**src/rtl/temp_bcd_convert.sv**
```systemverilog
`timescale 1ns/1ps
// ---------------------------------------------------------------------------
// temp_bcd_convert
//
// Converts a DS18B20 scratchpad temperature word into display values:
//   - a rounded integer temperature clamped to 0..29 for the display stage,
//   - a two-digit BCD magnitude (clamped to 99) built by a sequential
//     shift-add-3 (double dabble) converter, one shift per clock,
//   - a sign flag and an over-range flag.
//
// Ports
//   clk_1khz  in   1   single clock, rising edge
//   rst       in   1   synchronous active-high reset
//   raw_temp  in  16   two's complement, 4 fractional bits (LSB = 1/16 degC)
//   raw_valid in   1   one-cycle strobe qualifying raw_temp
//   data      out  5   rounded temperature clamped to 0..29
//   bcd_tens  out  4   tens digit of min(magnitude, 99)
//   bcd_ones  out  4   ones digit of min(magnitude, 99)
//   neg       out  1   last accepted sample was below zero
//   over      out  1   last rounded magnitude exceeded 29
//   busy      out  1   conversion in progress (state is CONV)
//   done      out  1   one-cycle pulse; outputs updated in the same cycle
//
// Handshake: raw_valid is a one-cycle strobe with no ready. It is accepted
// only when busy=0 and rst=0; any strobe seen while busy=1 is dropped, not
// queued. A strobe coinciding with done is accepted, since the FSM is back
// in IDLE in that cycle.
//
// Timing: capture edge E0 enters CONV; edges E1..E7 each perform one
// double-dabble shift; at E7 the results are registered, the FSM returns to
// IDLE and done is high for the following cycle only. busy mirrors the FSM
// state, so it is the observable view of the two-state controller.
// ---------------------------------------------------------------------------
module temp_bcd_convert (
  input  logic        clk_1khz,
  input  logic        rst,
  input  logic [15:0] raw_temp,
  input  logic        raw_valid,
  output logic [4:0]  data,
  output logic [3:0]  bcd_tens,
  output logic [3:0]  bcd_ones,
  output logic        neg,
  output logic        over,
  output logic        busy,
  output logic        done
);

  typedef enum logic {
    IDLE = 1'b0,
    CONV = 1'b1
  } state_t;

  localparam logic [2:0] LAST_ITER = 3'd6;

  state_t      state_q;
  state_t      state_d;
  logic [2:0]  iter_q;
  // Double-dabble working register: {tens[3:0], ones[3:0], bin[6:0]}.
  logic [14:0] shift_q;
  logic [14:0] shift_next;

  // Results computed at capture and held until the conversion completes,
  // so that nothing of the new sample reaches the outputs before done.
  logic [4:0]  pend_data_q;
  logic        pend_neg_q;
  logic        pend_over_q;

  logic        capture;
  logic        finish;

  // -------------------------------------------------------------------------
  // Magnitude rules applied to the incoming word
  // -------------------------------------------------------------------------
  logic [7:0]  mag_sum;
  logic        mag_hi;
  logic [6:0]  mag;
  logic [6:0]  bcd_in;
  logic [4:0]  data_in;
  logic        over_in;
  logic        unused_frac;

  // Bits below the rounding bit only matter for rounding through bit 3.
  assign unused_frac = ^raw_temp[2:0];

  // Round half up: integer part plus the 0.5 bit.
  assign mag_sum = {1'b0, raw_temp[10:4]} + {7'd0, raw_temp[3]};
  // A positive word with integer bits above bit 10 is already beyond 127.
  assign mag_hi  = |raw_temp[14:11];

  always_comb begin
    mag = 7'd0;
    if (!raw_temp[15]) begin
      if (mag_hi || mag_sum[7]) begin
        mag = 7'd127;
      end else begin
        mag = mag_sum[6:0];
      end
    end
  end

  assign bcd_in  = (mag > 7'd99) ? 7'd99 : mag;
  assign data_in = (mag > 7'd29) ? 5'd29 : mag[4:0];
  assign over_in = (mag > 7'd29);

  // -------------------------------------------------------------------------
  // One double-dabble iteration: add 3 to any digit >= 5, then shift left.
  // -------------------------------------------------------------------------
  logic [3:0] tens_adj;
  logic [3:0] ones_adj;

  always_comb begin
    tens_adj = shift_q[14:11];
    ones_adj = shift_q[10:7];
    if (shift_q[14:11] >= 4'd5) begin
      tens_adj = shift_q[14:11] + 4'd3;
    end
    if (shift_q[10:7] >= 4'd5) begin
      ones_adj = shift_q[10:7] + 4'd3;
    end
    shift_next = {tens_adj[2:0], ones_adj, shift_q[6:0], 1'b0};
  end

  // -------------------------------------------------------------------------
  // FSM next-state logic
  // -------------------------------------------------------------------------
  always_comb begin
    state_d = state_q;
    capture = 1'b0;
    finish  = 1'b0;
    case (state_q)
      IDLE: begin
        if (raw_valid) begin
          capture = 1'b1;
          state_d = CONV;
        end
      end
      CONV: begin
        if (iter_q == LAST_ITER) begin
          finish  = 1'b1;
          state_d = IDLE;
        end
      end
      default: begin
        state_d = IDLE;
      end
    endcase
  end

  // -------------------------------------------------------------------------
  // State, datapath and output registers
  // -------------------------------------------------------------------------
  always_ff @(posedge clk_1khz) begin
    if (rst) begin
      state_q     <= IDLE;
      iter_q      <= 3'd0;
      shift_q     <= 15'd0;
      pend_data_q <= 5'd0;
      pend_neg_q  <= 1'b0;
      pend_over_q <= 1'b0;
      data        <= 5'd0;
      bcd_tens    <= 4'd0;
      bcd_ones    <= 4'd0;
      neg         <= 1'b0;
      over        <= 1'b0;
      done        <= 1'b0;
    end else begin
      state_q <= state_d;
      done    <= finish;
      if (capture) begin
        shift_q     <= {8'd0, bcd_in};
        iter_q      <= 3'd0;
        pend_data_q <= data_in;
        pend_neg_q  <= raw_temp[15];
        pend_over_q <= over_in;
      end else if (state_q == CONV) begin
        shift_q <= shift_next;
        if (finish) begin
          iter_q   <= 3'd0;
          // The seventh shift completes here; take the digits straight
          // from the shifter so the outputs never show partial values.
          bcd_tens <= shift_next[14:11];
          bcd_ones <= shift_next[10:7];
          data     <= pend_data_q;
          neg      <= pend_neg_q;
          over     <= pend_over_q;
        end else begin
          iter_q <= iter_q + 3'd1;
        end
      end
    end
  end

  assign busy = (state_q == CONV);

endmodule
```
**config.mk**
```make
export PLATFORM = sky130hd
export DESIGN_NAME = temp_bcd_convert
export DESIGN_NICKNAME = d
export VERILOG_FILES = /design/src/rtl/temp_bcd_convert.sv
export SDC_FILE = /design/constraint.sdc
export NUM_CORES = 1
export LEC_CHECK = 0
export CAP_MARGIN = 20
export CELL_PAD_IN_SITES_DETAIL_PLACEMENT = 0
export CELL_PAD_IN_SITES_GLOBAL_PLACEMENT = 2
export CORE_MARGIN = 4
export CORE_UTILIZATION = 34
export CTS_CLUSTER_SIZE = 40
export DETAILED_ROUTE_END_ITERATION = 16
export PLACE_DENSITY = 0.9
export SLEW_MARGIN = 5
export SYNTH_ARGS = -nofsm -noshare
export SYNTH_HDL_FRONTEND = slang
export SYNTH_SLANG_ARGS = --single-unit
```
**constraint.sdc**
```tcl
create_clock -name clk_1khz -period 3.66 [get_ports clk_1khz]
set_clock_uncertainty 0.15 [all_clocks]
set_input_delay 0.732 -clock clk_1khz [delete_from_list [all_inputs] [get_ports clk_1khz]]
set_output_delay 0.732 -clock clk_1khz [all_outputs]
set_load 0.01 [all_outputs]
```
==> impl_metrics.yaml <==
clock_network:
  cts_max_level: 2
  cts_setup_buffers: 0
  cts_resized: 0
  clockBufferDepth: 2
  clock_sinks: 42
  clkLatencyLatePin_ns: 0.30
  cts_tree: "done"
  cts_buffers: 5
  root_buffer: "clkbuf_8"
  cts_hold_buf: 0
  clk_pin_slew_ns: 0.09
synthesis:
  syn_area_per_cell_um2: 8.81
  syn-num-nets: 262
  synthArstFlopShare_pct: 0
  synth-seq-cells: 42
  yosysTopAreaCell: "dfxtp_1"
  synth_area_um2: 2070
  synth_cell_type_count: 41
  yosysMostFrequentCell: "dfxtp_1"
  syn_inst: 235
  synthTopCellsByCount: "dfxtp_1 (42), nor2_1 (23), nand2_1 (17), a21oi_1 (13), a22o_1 (13)"
  synth_area_leaders: "dfxtp_1 (41%), a22o_1 (5.5%), ha_1 (4.8%)"
  synth_top_area_share_pct: 40.6
  synth_edf_count: 0
  synth_flop_cell: "dfxtp_1"
  ys_seq_area_share_pct: 40.6
  yosys_warnings: 0
sta:
  tightest_slew_ns: 0.539
  slew_viol_final: 0
  fmax_mhz: 328
  rsz0062_at_grt: "no"
  finalHoldViolCount: 0
  setup_viol_count_final: 0
  tns_ns: 0
  layout_setup_ws_ns: 0.614
  finalCritPeriodShare_pct: 83.2
  timing.final.crit_period_ns: 3.05
  relSlewSlack_pct: 64.0
grt:
  grt_use_total_pct: 12.6
  antenna_found_initial: 0
  grt-ovfl-total: 0
  grt_pass1_wl_um: 7490
  grt_pass1_vias: 1543
  grt_max_degree: 20
worst_setup_path:
  r2r_setup_slack_ns: 1.60
  timing.rr.end: "pend_data_q[0]"
  cp_cell_sequence: "clkdlybuf4s50_1 > ha_1 > ha_1 > and4_1 > a211oi_1 > a311oi_1 > nor2_2 > a311oi_1"
  slowest_stage: "a311oi_1"
  r2r_cells: 5
  start_kind: "input port"
  crit_fanout: 8
  critical_path_buf_inv_count: 1
  arrival_ns: 3.11
  rr_startpoint: "busy"
  cp-startpoint: "raw_temp[3]"
  crit_family: "compound AO/OA/AOI/OAI gates"
  cp.depth: 8
  end_kind: "flop"
  path_class: "in -> reg"
  slowest_delay_ns: 0.49
  crit_required_ns: 3.72
die:
  row_count: 28
  die-area_um2: 7400
  io-pin-count: 36
  die_x_um: 86.0
  initial_core_util_pct: 35.0
  core_um2: 5920
  die_h_um: 86.0
pwr:
  p_leak_uw: 0.000911
  power_uw: 896
  cellPowerDensity_nw_per_um2: 351
  irDropWorstVdd_v: 0.000138
drt:
  drt.antenna.violating_nets: 0
  drc: 0
  route.detailed.wl_per_inst_um: 13.2
  via_per_inst: 5.26
  dr.pass1.iters: 4
  vias: 1784
  drt_iter0_drc: 56
  wirelength_um: 4480
run_status:
  status: "complete, no violations"
worst_hold_path:
  hold_end: "bcd_ones[3]"
  whs_path_depth: 2
  hp-class: "reg -> reg"
  min_from: "bcd_ones[3]"
placed_design:
  place_area_um2: 2460
  pre_cts_ws_ns: 0.306
  io_buffer_count: 32
  dpl.hpwl_um: 3330
  gp_congestion: 0.781
run:
  maxCapViolations: 0
layout:
  drive_above_1_share_pct: 7.58
  num-nets-final: 290
  final_area_um2: 2550
  fin_util_pct: 43.1
  synthToLayoutAreaGrowth_pct: 23.2
  n_antenna_cell: 0
## stage by stage
stage          hold slack (ns)  std cells
2_1_floorplan            0.286        235
3_3_place_gp             0.285        331
3_5_place_dp             0.292        331
4_1_cts                  0.309        339
5_1_grt                  0.334        339
6_report                 0.305        339
## cell type report
cell class	instances	area, um2
fill	607	3370
inverter	9	33.8
multi-input combinational	168	1130
clock inverter	3	25.0
sequential	42	841
clock buffer	5	68.8
timing repair buffer	37	358
tap	75	93.8
## registers in the layout (all words and copies together) (netlist names)
signal	flops
over	1
pend_neg_q	1
bcd_tens	4
pend_over_q	1
done	1
data	5
iter_q	3
busy	1
pend_data_q	5
bcd_ones	4
shift_q	15
neg	1
## placed cells by master, fill, tap and decap left out, types with 2 or more instances in the layout
cell | Yosys | final
a211oi_1 | 3 | 3
a21oi_1 | 13 | 13
a221oi_1 | 4 | 4
a22o_1 | 13 | 13
a311oi_1 | 8 | 8
a31oi_1 | 5 | 5
and3_1 | 2 | 2
buf_4 | 0 | 5
clkbuf_8 | 0 | 5
clkdlybuf4s50_1 | 0 | 32
dfxtp_1 | 42 | 42
ha_1 | 8 | 8
inv_1 | 9 | 9
mux2i_1 | 7 | 7
nand2_1 | 17 | 17
nand2b_1 | 5 | 5
nand3_1 | 7 | 7
nor2_1 | 23 | 23
nor2b_1 | 4 | 4
nor3_1 | 5 | 5
nor3b_1 | 8 | 8
o211ai_1 | 2 | 2
o21ai_0 | 11 | 11
o21ai_1 | 2 | 2
xnor2_1 | 4 | 4
## per-layer routing
layer | wire length, um | track usage [%]
met5 | 0 | 0
met2 | 2000 | 18.2
met1 | 2240 | 18.1
met4 | 45 | 3.45
met3 | 188 | 3.55
## kinds of logic after synthesis
kind of cell	after synthesis	share of synthesized area (%)
AOI/OAI and AO/OA	66	23.5
xor gates and xnor gates	5	2.12
adders and majority gates	8	4.84
buffers and inverters	25	4.78
DFF	42	40.6
muxes	8	3.93
and+or+nand+nor	81	20.3
## worst max-delay path by stage
stage                     end  slack (ns)
2_1_floorplan  pend_data_q[0]        1.10
3_3_place_gp   pend_data_q[0]        0.36
3_5_place_dp   pend_data_q[0]        0.31
4_1_cts        pend_data_q[0]        0.63
5_1_grt        pend_data_q[0]        0.43
6_report       pend_data_q[0]        0.61
## where the power goes
| group | internal [uW] | switching (uW) |
|---|---|---|
| Clock | 138 | 173 |
| Sequential | 469 | 10.2 |
| Combinational | 47.6 | 58.9 |
| Total | 654 | 242 |
## worst min-delay path, delay by kind of cell (launching register included)
family	cells	cell delay, ns
flops	1	0.33
simple gates	1	0.04
compound gates	1	0.05
Power figures use the tool's default switching activity.
